File: config.mk
export PLATFORM = sky130hd
export DESIGN_NAME = falling_piece_sequencer_flat
export DESIGN_NICKNAME = d
export VERILOG_FILES = /design/src/rtl/falling_piece_sequencer_if.sv /design/src/rtl/falling_piece_sequencer.sv /design/src/flat_wrapper.sv
export SDC_FILE = /design/constraint.sdc
export NUM_CORES = 1
export LEC_CHECK = 0
export ABC_AREA = 0
export CORE_ASPECT_RATIO = 0.5
export CORE_MARGIN = 8
export CORE_UTILIZATION = 55
export CTS_BUF_LIST = sky130_fd_sc_hd__clkbuf_8
export CTS_CLUSTER_SIZE = 20
export DETAILED_ROUTE_END_ITERATION = 8
export GPL_TIMING_DRIVEN = 1
export PLACE_DENSITY_LB_ADDON = 0.3
export REMOVE_ABC_BUFFERS = 1
export SLEW_MARGIN = 20
export SYNTH_ARGS = -nofsm -noshare
export SYNTH_HDL_FRONTEND = slang
export SYNTH_SLANG_ARGS = --single-unit
File: constraint.sdc
create_clock -name clk -period 4.25 [get_ports clk]
set_input_delay 0.85 -clock clk [delete_from_list [all_inputs] [get_ports clk]]
set_output_delay 0.85 -clock clk [all_outputs]
set_load 0.005 [all_outputs]
File: src/rtl/falling_piece_sequencer_if.sv
// rtl/falling_piece_sequencer_if.sv - candidate-pose legality check handshake
interface falling_piece_sequencer_if;
    logic       check_req;
    logic [4:0] cand_row;
    logic [4:0] cand_col;
    logic [1:0] cand_orient;
    logic [3:0] cand_type;
    logic       check_ack;
    logic       check_ok;

    modport master (
        output check_req, cand_row, cand_col, cand_orient, cand_type,
        input  check_ack, check_ok
    );

    modport slave (
        input  check_req, cand_row, cand_col, cand_orient, cand_type,
        output check_ack, check_ok
    );
endinterface

File: src/rtl/falling_piece_sequencer.sv
// rtl/falling_piece_sequencer.sv - active tetromino pose sequencer with shared legality checker
module falling_piece_sequencer #(
    parameter int unsigned GRAVITY_TICKS = 25_000_000,
    parameter logic [4:0]  SPAWN_ROW     = 5'd0,
    parameter logic [4:0]  SPAWN_COL     = 5'd3
) (
    input  logic                               clk,
    input  logic                               reset_n,
    input  logic                               spawn,
    input  logic [3:0]                         spawn_type,
    input  logic                               move_left,
    input  logic                               move_right,
    input  logic                               rotate_cw,
    input  logic                               soft_drop,
    falling_piece_sequencer_if.master          chk,
    output logic [4:0]                         origin_row,
    output logic [4:0]                         origin_col,
    output logic [1:0]                         orientation,
    output logic [3:0]                         falling_type,
    output logic                               active,
    output logic                               locked,
    output logic                               top_out
);
    localparam int              CW      = $clog2(GRAVITY_TICKS);
    localparam logic [CW-1:0]   CNT_MAX = CW'(GRAVITY_TICKS - 1);
    localparam logic [1:0]      K_ROT   = 2'd0;
    localparam logic [1:0]      K_LEFT  = 2'd1;
    localparam logic [1:0]      K_RIGHT = 2'd2;
    localparam logic [1:0]      K_DROP  = 2'd3;

    typedef enum logic [2:0] {
        S_IDLE, S_SPAWN_CHK, S_FALLING, S_CHECK, S_LOCK
    } state_t;

    state_t        state, state_nx;
    logic [3:0]    pend, pend_nx;
    logic [CW-1:0] cnt, cnt_nx;
    logic [1:0]    svc, svc_nx;
    logic          req, req_nx;
    logic [4:0]    c_row, c_row_nx, c_col, c_col_nx;
    logic [1:0]    c_or, c_or_nx;
    logic [3:0]    c_type, c_type_nx;
    logic [4:0]    p_row, p_row_nx, p_col, p_col_nx;
    logic [1:0]    p_or, p_or_nx;
    logic [3:0]    p_type, p_type_nx;
    logic          act, act_nx, top, top_nx;
    logic [3:0]    pulses;
    logic          wrap, to_lock;
    logic [1:0]    pick;

    assign pulses = {soft_drop, move_right, move_left, rotate_cw};

    always_ff @(posedge clk) begin
        if (!reset_n) begin
            state  <= S_IDLE;
            pend   <= '0;
            cnt    <= '0;
            svc    <= K_ROT;
            req    <= 1'b0;
            c_row  <= SPAWN_ROW;
            c_col  <= SPAWN_COL;
            c_or   <= 2'd0;
            c_type <= 4'd0;
            p_row  <= SPAWN_ROW;
            p_col  <= SPAWN_COL;
            p_or   <= 2'd0;
            p_type <= 4'd0;
            act    <= 1'b0;
            top    <= 1'b0;
        end else begin
            state  <= state_nx;
            pend   <= pend_nx;
            cnt    <= cnt_nx;
            svc    <= svc_nx;
            req    <= req_nx;
            c_row  <= c_row_nx;
            c_col  <= c_col_nx;
            c_or   <= c_or_nx;
            c_type <= c_type_nx;
            p_row  <= p_row_nx;
            p_col  <= p_col_nx;
            p_or   <= p_or_nx;
            p_type <= p_type_nx;
            act    <= act_nx;
            top    <= top_nx;
        end
    end

    always_comb begin
        state_nx  = state;
        pend_nx   = pend;
        cnt_nx    = cnt;
        svc_nx    = svc;
        req_nx    = req;
        c_row_nx  = c_row;
        c_col_nx  = c_col;
        c_or_nx   = c_or;
        c_type_nx = c_type;
        p_row_nx  = p_row;
        p_col_nx  = p_col;
        p_or_nx   = p_or;
        p_type_nx = p_type;
        act_nx    = act;
        top_nx    = top;
        wrap      = 1'b0;
        to_lock   = 1'b0;
        pick      = K_DROP;
        if (pend[0])      pick = K_ROT;
        else if (pend[1]) pick = K_LEFT;
        else if (pend[2]) pick = K_RIGHT;

        unique case (state)
            S_IDLE: begin
                if (spawn && !top) begin
                    c_row_nx  = SPAWN_ROW;
                    c_col_nx  = SPAWN_COL;
                    c_or_nx   = 2'd0;
                    c_type_nx = spawn_type;
                    req_nx    = 1'b1;
                    state_nx  = S_SPAWN_CHK;
                end
            end
            S_SPAWN_CHK: begin
                if (chk.check_ack) begin
                    req_nx = 1'b0;
                    if (chk.check_ok) begin
                        p_row_nx  = c_row;
                        p_col_nx  = c_col;
                        p_or_nx   = c_or;
                        p_type_nx = c_type;
                        act_nx    = 1'b1;
                        state_nx  = S_FALLING;
                    end else begin
                        top_nx   = 1'b1;
                        state_nx = S_IDLE;
                    end
                end
            end
            S_FALLING, S_CHECK: begin
                wrap   = (cnt == CNT_MAX);
                cnt_nx = (wrap || soft_drop) ? '0 : cnt + 1'b1;
                if (state == S_FALLING) begin
                    if (|pend) begin
                        // Candidate is the committed pose with exactly one field stepped.
                        c_row_nx  = (pick == K_DROP)  ? p_row + 5'd1 : p_row;
                        c_col_nx  = (pick == K_LEFT)  ? p_col - 5'd1 :
                                    (pick == K_RIGHT) ? p_col + 5'd1 : p_col;
                        c_or_nx   = (pick == K_ROT)   ? p_or + 2'd1  : p_or;
                        c_type_nx = p_type;
                        svc_nx    = pick;
                        req_nx    = 1'b1;
                        state_nx  = S_CHECK;
                    end
                end else if (chk.check_ack) begin
                    req_nx       = 1'b0;
                    pend_nx[svc] = 1'b0;
                    if (chk.check_ok) begin
                        p_row_nx = c_row;
                        p_col_nx = c_col;
                        p_or_nx  = c_or;
                        state_nx = S_FALLING;
                    end else if (svc == K_DROP) begin
                        to_lock = 1'b1;
                    end else begin
                        state_nx = S_FALLING;
                    end
                end
                // A fresh pulse in the ack cycle re-arms its bit after servicing clears it.
                pend_nx = pend_nx | pulses | {wrap, 3'b000};
                if (to_lock) begin
                    state_nx = S_LOCK;
                    pend_nx  = '0;
                    cnt_nx   = '0;
                    act_nx   = 1'b0;
                end
            end
            S_LOCK: begin
                pend_nx  = '0;
                cnt_nx   = '0;
                state_nx = S_IDLE;
            end
            default: state_nx = S_IDLE;
        endcase
    end

    assign chk.check_req   = req;
    assign chk.cand_row    = c_row;
    assign chk.cand_col    = c_col;
    assign chk.cand_orient = c_or;
    assign chk.cand_type   = c_type;
    assign origin_row      = p_row;
    assign origin_col      = p_col;
    assign orientation     = p_or;
    assign falling_type    = p_type;
    assign active          = act;
    assign top_out         = top;
    assign locked          = (state == S_LOCK);
endmodule

File: src/flat_wrapper.sv
// flat-port wrapper written by rule: the top's interface ports become plain ports
module falling_piece_sequencer_flat 
#(
    parameter int unsigned GRAVITY_TICKS = 25_000_000,
    parameter logic [4:0]  SPAWN_ROW     = 5'd0,
    parameter logic [4:0]  SPAWN_COL     = 5'd3
)
  (clk, reset_n, spawn, spawn_type, move_left, move_right, rotate_cw, soft_drop, origin_row, origin_col, orientation, falling_type, active, locked, top_out, chk_check_req, chk_cand_row, chk_cand_col, chk_cand_orient, chk_cand_type, chk_check_ack, chk_check_ok);
  falling_piece_sequencer_if chk_i ();
  input  logic clk;
  input  logic reset_n;
  input  logic spawn;
  input  logic [3:0] spawn_type;
  input  logic move_left;
  input  logic move_right;
  input  logic rotate_cw;
  input  logic soft_drop;
  output logic [4:0] origin_row;
  output logic [4:0] origin_col;
  output logic [1:0] orientation;
  output logic [3:0] falling_type;
  output logic active;
  output logic locked;
  output logic top_out;
  output wire logic [$bits(chk_i.check_req)-1:0] chk_check_req;
  output wire logic [$bits(chk_i.cand_row)-1:0] chk_cand_row;
  output wire logic [$bits(chk_i.cand_col)-1:0] chk_cand_col;
  output wire logic [$bits(chk_i.cand_orient)-1:0] chk_cand_orient;
  output wire logic [$bits(chk_i.cand_type)-1:0] chk_cand_type;
  input wire logic [$bits(chk_i.check_ack)-1:0] chk_check_ack;
  input wire logic [$bits(chk_i.check_ok)-1:0] chk_check_ok;
  assign chk_check_req = chk_i.check_req;
  assign chk_cand_row = chk_i.cand_row;
  assign chk_cand_col = chk_i.cand_col;
  assign chk_cand_orient = chk_i.cand_orient;
  assign chk_cand_type = chk_i.cand_type;
  assign chk_i.check_ack = chk_check_ack;
  assign chk_i.check_ok = chk_check_ok;
  falling_piece_sequencer #(.GRAVITY_TICKS(GRAVITY_TICKS), .SPAWN_ROW(SPAWN_ROW), .SPAWN_COL(SPAWN_COL)) u_core (.clk(clk), .reset_n(reset_n), .spawn(spawn), .spawn_type(spawn_type), .move_left(move_left), .move_right(move_right), .rotate_cw(rotate_cw), .soft_drop(soft_drop), .chk(chk_i), .origin_row(origin_row), .origin_col(origin_col), .orientation(orientation), .falling_type(falling_type), .active(active), .locked(locked), .top_out(top_out));
endmodule
# [After elaboration in Yosys (flattened, before gate mapping)]
# Cells that the tools add are included.
# Widths: inputs -> output; s select.
[classes] n_addsub=5 n_lt_le_gt_ge=2 eq_ne=20 n_mux=69 bitwise=5 reduce_logical=20
[ops] operator="$mux 5" n=15
[ops] operator="$mux 25" n=2
[ops] operator="$pmux 25 s2" n=1
[ops] operator="$pmux 5 s2" n=4
[ops] operator="$mux 4" n=7
[ops] operator="$add 25x1->25 const B" n=1
[ops] operator="$eq 25x25->1 const B" n=1
[ops] operator="$mux 3" n=8
[ops] operator="$mux 2" n=10
[ops] operator="$pmux 4 s2" n=2
[ops] operator="$mux 1" n=14
[ops] operator="$reduce_and 3->1" n=4
[ops] operator="$add 5x1->5 const B" n=2
[ops] operator="$pmux 3 s3" n=1
[ops] operator="$ne 2x1->1 const B" n=4
[ops] operator="$or 4x4->4" n=2
[ops] operator="$pmux 2 s2" n=2
[ops] operator="$reduce_and 4->1" n=2
[ops] operator="$eq 2x2->1 const B" n=3
[ops] operator="$eq 3x2->1 const B" n=2
[ops] operator="$ne 2x2->1 const B" n=3
[ops] operator="$reduce_bool 2->1" n=3
[ops] operator="$ne 5x4->1 const B" n=1
[ops] operator="$reduce_and 5->1" n=1
[ops] operator="other kinds (25)" n=26
[word_totals] ff_bits=69 inputBits=13 output_inout_bits=36 elab_cells=136

# [Logic depth before layout (Yosys ltp)]
# Gate-level depths: netlist of the first run.
[logic_depth] word_depth=13 mapped_depth=8 mapped_depth_nobuf=7

# [Worst setup path after synthesis of the first run]
# No wires, ideal clock.
[synth_path] path_type="in2reg" startpoint="input chk_check_ack" endpoint="register u_core.cnt[16]" setup_time_ns=0.074 t_arrival_ns=1.943 required_time_ns=4.176 path_slack_ns=2.232 path_stages=6 n_path_buf=1 path_cell_list="nor2b_1 -> a311oi_4 -> o21a_4 -> buf_6 -> a41oi_1 -> a31oi_1"
[synth_between] elab_chain_len=5
[synth_lines] item="start: declaration" line="flat_wrapper.sv:30" text="input wire logic [$bits(chk_i.check_ack)-1:0] chk_check_ack;"
[synth_lines] item="$mux 1" line="falling_piece_sequencer.sv:154" text="end else if (chk.check_ack) begin"
[synth_lines] item="$mux 1" line="falling_piece_sequencer.sv:142" text="if (state == S_FALLING) begin"
[synth_lines] item="$mux 1" line="falling_piece_sequencer.sv:112" text="unique case (state)"
[synth_lines] item="$mux 25" line="falling_piece_sequencer.sv:170" text="if (to_lock) begin"
[synth_lines] item="$pmux 25 s2" line="falling_piece_sequencer.sv:112"
[synth_lines] item="end signal: assignment" line="falling_piece_sequencer.sv:73" text="cnt <= cnt_nx;"
[synth_lines] item="end: declaration" line="falling_piece_sequencer.sv:37" text="logic [CW-1:0] cnt, cnt_nx;"
# No other way between the ends. The select of a mux whose other input is x is not followed.
# A chain may end at the register's enable or synchronous reset.

# [Worst setup path in the final report of the first run]
[layout_path] startpoint="input chk_check_ack" endpoint="register u_core.cnt[19]"
# The elaborated chain is that of the path after synthesis.

==> results of run 1 <==
## cells by family after synthesis
kind of cell	after synthesis
AND/OR/NAND/NOR	175
AO/OA/AOI/OAI	112
flip-flops	69
buffers and inverters	33
XOR/XNOR	15
multiplexers	7
adder cells (fa/ha/maj)	4
## power by group through the flow
| stage | clock network (mW) | logic (mW) | registers (mW) |
|---|---|---|---|
| 5_1_grt | 0.553 | 0.196 | 0.698 |
| 3_5_place_dp | 0 | 0.178 | 0.708 |
| 3_3_place_gp | 0 | 0.172 | 0.707 |
| 6_report | 0.520 | 0.181 | 0.695 |
| 2_1_floorplan | 0 | 0.106 | 0.702 |
| 4_1_cts | 0.524 | 0.180 | 0.694 |
## critical path, stage by stage
cell	delay, ns
clkdlybuf4s50_1	0.52
nor2b_1	0.25
a311oi_4	0.40
o21a_4	0.37
nand2_1	0.22
o211ai_1	0.23
## cells in the mapped netlist, types with 6 or more instances
library cell	count
nand4_1	12
nor2_1	13
a41oi_1	8
xor2_1	6
a22oi_1	11
mux2i_1	7
clkbuf_1	14
dfxtp_1	69
a21boi_0	12
o21ai_0	10
a21oi_1	8
nand3_1	17
buf_2	7
inv_1	7
nor2b_1	19
or3_1	9
o21ai_1	7
xnor2_1	9
nand2_1	65
a31oi_1	22
a21boi_1	8
## per-stage QoR
stage          setup slack (ns)   util  hold slack [ns]
2_1_floorplan              2.16      -            0.433
3_3_place_gp               1.43  0.654            0.451
3_5_place_dp               1.33  0.654            0.463
4_1_cts                    1.69  0.686            0.473
5_1_grt                    1.54  0.686            0.500
6_report                   1.65  0.686            0.468
## sequential cells by signal (all words and copies together) (netlist names), 2 cells and up
signal                  count
u_core.chk.cand_col         5
u_core.state                3
u_core.chk.cand_orient      2
u_core.falling_type         4
u_core.origin_row           5
u_core.chk.cand_row         5
u_core.origin_col           5
u_core.svc                  2
u_core.cnt                 25
u_core.pend                 4
u_core.orientation          2
u_core.chk.cand_type        4
## cell type report
| class | instances | area (um^2) | share of cell area |
|---|---|---|---|
| flip-flops and latches | 69 | 1380 | 0.329 |
| repair buffers | 49 | 483 | 0.115 |
| clock inverters | 1 | 3.75 | 0.000893 |
| well taps | 88 | 110 | 0.0262 |
| multi-input cells | 313 | 2010 | 0.477 |
| inverters | 7 | 26.3 | 0.00625 |
| clock buffers | 14 | 193 | 0.0458 |
## worst max path at each step
stage,start,to,cells after the start
6_report,chk_check_ack,u_core.cnt[19],6
5_1_grt,chk_check_ack,u_core.cnt[19],6
4_1_cts,chk_check_ack,u_core.cnt[19],6
3_5_place_dp,chk_check_ack,u_core.cnt[19],6
3_3_place_gp,chk_check_ack,u_core.cnt[19],6
2_1_floorplan,u_core.cnt[10],u_core.cnt[23],5
## per-layer routing
| layer | track usage | vias to the layer above | wire, um |
|---|---|---|---|
| met4 | 0.0906 | 0 | 139 |
| met5 | 0 | - | 0 |
| li1 | - | 1594 | - |
| met3 | 0.0620 | 15 | 676 |
| met1 | 0.216 | 1569 | 3840 |
| met2 | 0.323 | 150 | 4230 |
## placed cells by master (no fill, tap or decap), types with 6 or more instances in the layout
cell	count
a41oi_1	8
inv_1	8
o21ai_0	10
clkdlybuf4s50_1	47
a21oi_1	8
a22oi_1	11
o21ai_1	7
nand4_1	12
nor2_1	13
or3_1	9
nand2_1	65
xor2_1	6
a21boi_0	12
xnor2_1	9
nor2b_1	19
mux2i_1	7
a31oi_1	22
clkbuf_8	14
dfxtp_1	69
nand3_1	17
a21boi_1	8
==> reports/results.tsv, run 1 <==
stage	metric	value	unit
critical_path	Worst Path Required	4.51	ns
placed_design	IO Port Bufs	48	
clock_tree	postcts setup bufs	0	
layout	# fillers	468	
critical_path	CP Capture Type	flip-flop	
yosys	sequential-to-total area share from yosys stat	0.390	
clock_tree	CTS tree	built	
clock_tree	worst-skew pair later-pin latency	0.34	ns
critical_path	critical path peak fanout	25	
floorplanning	Top Ports	49	
timing	endpoints failing hold	0	
yosys	ys flop type	dfxtp_1	
global_route	Congestion Overflow GR	0	
drt	initial drt markers	357	
yosys	Synth Area in XOR/XNOR	0.0371	
placed_design	gpl congestion	0.872	
placed_design	Post-DP Area	0.00401	mm^2
clock_tree	PostCTS Resize Cnt	0	
clock_tree	worst-case clock buffer depth	2	
floorplanning	Die Footprint	0.00941	mm^2
power_and_ir_drop	sequential power share	0.498	
floorplanning	Core ar.	0.00613	mm^2
clock_tree	Hold-fix buffers, CTS	0	
drt	Vias	3328	
power_and_ir_drop	Sw Pwr	367	uW
floorplanning	overall die width	129	um
floorplanning	row count	20	
placed_design	Inst Count DP	526	
yosys	Synth area leader	dfxtp_1	
timing	FMAX	0.385	GHz
yosys	adder-cell share of the synthesized area	0.0141	
min_path	WHS Path Cells	2	
yosys	#FFs+latches synth	69	
floorplanning	die height	72.7	um
critical_path	Worst Reg2Reg Path Length in Cells	5	
yosys	Synth area leaders	dfxtp_1, nand2_1, a31oi_1	
yosys	compound-cell area share of the yosys netlist	0.232	
yosys	synth warn	0	
power_and_ir_drop	Power Density	332	mW/mm^2
drt	post-route ant nets	0	
yosys	Synth Cell Area	0.00354	mm^2
floorplanning	Initial Utilization	0.577	
placed_design	DP Wirelength	6.07	mm
timing	relative slew slack	0.355	
power_and_ir_drop	proportion of power drawn by the clock network	0.373	
critical_path	r2r endpoint	u_core.cnt[19]	
yosys	asr flop ratio synth	0	
layout	# diodes	0	
timing	Final setup viols	0	
power_and_ir_drop	Cell Int Power	1.03	mW
yosys	largest family of logic cells by synthesized area	simple AND/OR/NAND/NOR gates	
critical_path	R2R Path Start	u_core.state[1]	
yosys	Syn Area/Cell	8.53	um^2
global_route	first-pass GRT wire length	14.8	mm
drt	Pre-antenna DRT Iters	6	
yosys	post-synth top area share	0.390	
timing	Setup Skew	0.00569	ns
drt	routed len/inst	16.4	um
layout	nets@finish	466	
clock_tree	clock sinks	69	
drt	Vias/cell	6.15	
timing	Least-Margin Pin Slew	0.960	ns
clock_tree	Root Driver	clkbuf_8	
critical_path	CP Data Arrival Time	2.86	ns
critical_path	Critical Path Source Type	input pin	
drt	DRC	0	
power_and_ir_drop	Pleak	1.42	nW
yosys	multiplexer area fraction after synthesis	0.0198	
layout	Post-Layout Cell Count	541	
global_route	GRT Resource Usage Total	0.191	
yosys	Post-synth EDFFs	0	
timing	setup TNS	0	ns
global_route	largest net degree at the start of global routing	47	
timing	clock period minus final worst setup slack	2.60	ns
global_route	vias in the first global route	3230	
yosys	count of cell types in the netlist	57	
power_and_ir_drop	VDD IR-drop max	0.204	mV
clock_tree	H-tree Lvls	3	
min_path	Endpoint, Worst Hold	u_core.origin_col[3]	
drt	routed wire length	8.88	mm
critical_path	CP Class	in -> reg	
outcome	status	complete, no violations	
min_path	hold_sp	u_core.chk.cand_col[3]	
timing	fin crit share	0.611	
power_and_ir_drop	switch share	0.263	
min_path	Hold Crit Class	reg -> reg	
run	Max-Cap Viols	0	
power_and_ir_drop	Comb power frac	0.129	
power_and_ir_drop	total chip power	1.40	mW
clock_tree	CTS buffer count	9	
global_route	antenna violations before repair	0	
yosys	Cells after Synth	415	
layout	design area	0.00420	mm^2
layout	layout cells sized above 1	0.0596	
timing	unrepaired setup endpoints after global routing	no	
critical_path	register-to-register setup slack	1.85	ns
yosys	Post-Synth Simple-Gate Area	0.262	
timing	Slew Viols, Final	0	
layout	Layout area overhead	18.8	%
clock_tree	Reg clk slew, reported paths	0.07	ns
Note: power is estimated with default switching activity, not from simulation.
==> run 2: changes to the inputs <==
==> constraint.sdc (replaced) <==
create_clock -name clk -period 2.46 [get_ports clk]
set_input_delay 0.492 -clock clk [delete_from_list [all_inputs] [get_ports clk]]
set_output_delay 0.492 -clock clk [all_outputs]
set_load 0.005 [all_outputs]
==> reports/results.tsv, run 2 (synthesized netlist as in run 1, its figures left out) <==
stage	metric	value	unit	change
drt	post-route ant nets	0		unchanged
timing	clock period minus final worst setup slack	2.15	ns	
timing	relative slew slack	0.592		+0.238
clock_tree	worst-case clock buffer depth	2		unchanged
global_route	Congestion Overflow GR	0		unchanged
clock_tree	CTS tree	built		
placed_design	IO Port Bufs	48		unchanged
layout	Post-Layout Cell Count	556		+2.8%
timing	fin crit share	0.872		
floorplanning	Core ar.	0.00613	mm^2	unchanged
timing	Least-Margin Pin Slew	0.606	ns	-0.354 ns
timing	FMAX	0.466	GHz	
clock_tree	PostCTS Resize Cnt	0		unchanged
floorplanning	row count	20		unchanged
critical_path	WP depth	2		-4
outcome	status	complete, no violations		
critical_path	CP Cell Sequence	nor3b_2 -> clkdlybuf4s50_1		
layout	commonest non-fill, non-tap cell in the layout	dfxtp_1		
layout	max reg flops	25		unchanged
drt	Pre-antenna DRT Iters	5		-1
placed_design	Setup WS pre-CTS	0.102	ns	-1.23 ns
clock_tree	H-tree Lvls	3		unchanged
floorplanning	Top Ports	49		unchanged
layout	design area	0.00430	mm^2	+2.3%
global_route	vias in the first global route	3402		+5.3%
run	Max-Cap Viols	0		unchanged
timing	Setup Skew	0.0103	ns	+0.00461 ns
timing	Fin Hold WS	0.463	ns	-0.00464 ns
clock_tree	worst-skew pair later-pin latency	0.35	ns	about the same
critical_path	CP Capture Type	output port		
critical_path	Worst Path Buf+Inv	1		unchanged
floorplanning	Initial Utilization	0.577		unchanged
min_path	Hold Crit Class	reg -> reg		
clock_tree	CTS buffer count	9		unchanged
clock_tree	Root Driver	clkbuf_8		
power_and_ir_drop	Pleak	1.49	nW	+4.8%
global_route	first-pass GRT wire length	15.5	mm	+5.1%
layout	nets@finish	480		+3.0%
clock_tree	postcts setup bufs	0		unchanged
timing	unrepaired setup endpoints after global routing	no		
power_and_ir_drop	VDD IR-drop max	0.516	mV	+150%
timing	Final setup viols	0		unchanged
floorplanning	die height	72.7	um	unchanged
layout	final core occ	0.701		+0.0155
drt	Vias/cell	6.11		-0.68%
global_route	largest net degree at the start of global routing	33		-30%
drt	Vias	3397		+2.1%
critical_path	Worst Reg2Reg Path Length in Cells	7		+2
critical_path	critical path peak fanout	8		-68%
layout	# diodes	0		unchanged
critical_path	CP max-delay cell	clkdlybuf4s50_1		
critical_path	CP peak stage delay	0.54	ns	+0.02 ns
timing	Slew Viols, Final	0		unchanged
layout	most frequent cells in the layout	dfxtp_1, nand2_1, clkdlybuf4s50_1		
clock_tree	clock sinks	69		unchanged
floorplanning	Die Footprint	0.00941	mm^2	unchanged
timing	setup TNS	0	ns	unchanged
drt	routed wire length	9.23	mm	+3.9%
clock_tree	Reg clk slew, reported paths	0.08	ns	about the same
placed_design	gpl congestion	0.865		-0.77%
critical_path	Crit path max-delay family	buffers and inverters		
timing	endpoints failing hold	0		unchanged
critical_path	Worst Path Required	1.97	ns	-2.54 ns
placed_design	Post-DP Area	0.00411	mm^2	+2.5%
timing	Setup WS post-layout	0.314	ns	-1.34 ns
global_route	GRT Resource Usage Total	0.203		+0.0118
layout	Layout area overhead	21.5	%	
critical_path	CP Data Arrival Time	1.65	ns	-1.21 ns
placed_design	Inst Count DP	540		+2.7%
min_path	WHS Path Cells	2		unchanged
layout	layout cells sized above 1	0.0855		+0.0259
drt	DRC	0		unchanged
clock_tree	Hold-fix buffers, CTS	0		unchanged
global_route	antenna violations before repair	0		unchanged
drt	routed len/inst	16.6	um	+1.1%
power_and_ir_drop	total chip power	2.45	mW	+76%
drt	initial drt markers	400		+12%
critical_path	Critical Path Source Type	flip-flop		
power_and_ir_drop	Power Density	570	mW/mm^2	+72%
critical_path	CP Class	reg -> out		
placed_design	DP Wirelength	6.50	mm	+7.0%
layout	Biggest register	u_core.cnt		
floorplanning	overall die width	129	um	unchanged
[run 2: cell count changes in the layout (fill, tap and decap cells not counted), sizes merged]
cell | previous run | this run
buf | 2 | 16
clkbuf | 14 | 10
clkinv | 0 | 2
bufinv | 0 | 1
clkinvlp | 0 | 1
inv | 8 | 9
[run 2: power by group]
part,internal (mW),total [mW],switching [mW]
clock network,0.485,0.913,0.428
logic,0.153,0.344,0.191
registers,1.15,1.19,0.0454
total,1.79,2.45,0.664
[run 2: final cells by class]
class                      instances  area (um^2)
fill                             474         1830
clock inverter                     6         55.1
timing repair buffer              63          588
inverter                           7         26.3
tap                               88          110
multi-input combinational        313         2000
clock buffer                      10          138
sequential                        69         1380
[run 2: worst min-delay path, stage by stage (launching register included)]
cell	delay [ns]
dfxtp_1	0.32
nand2_1	0.05
a21boi_1	0.05
[run 2: path summary, 6_finish.rpt]
| check | startpoint | to | slack [ns] |
|---|---|---|---|
| setup / recovery | u_core.state[2] | locked | 0.31 |
| hold / removal | u_core.chk.cand_col[3] | u_core.origin_col[3] | 0.46 |
| setup reg to reg | u_core.cnt[0] | u_core.cnt[23] | 0.36 |
| hold reg to reg | u_core.chk.cand_col[3] | u_core.origin_col[3] | 0.46 |
[run 2: routing by layer]
layer / global-route usage / vias to the layer above / routed length [um]
met5: 0 / - / 0
met4: 0.0612 / 0 / 83
met3: 0.0743 / 8 / 552
met2: 0.357 / 97 / 4530
met1: 0.226 / 1668 / 4060
li1: - / 1624 / -
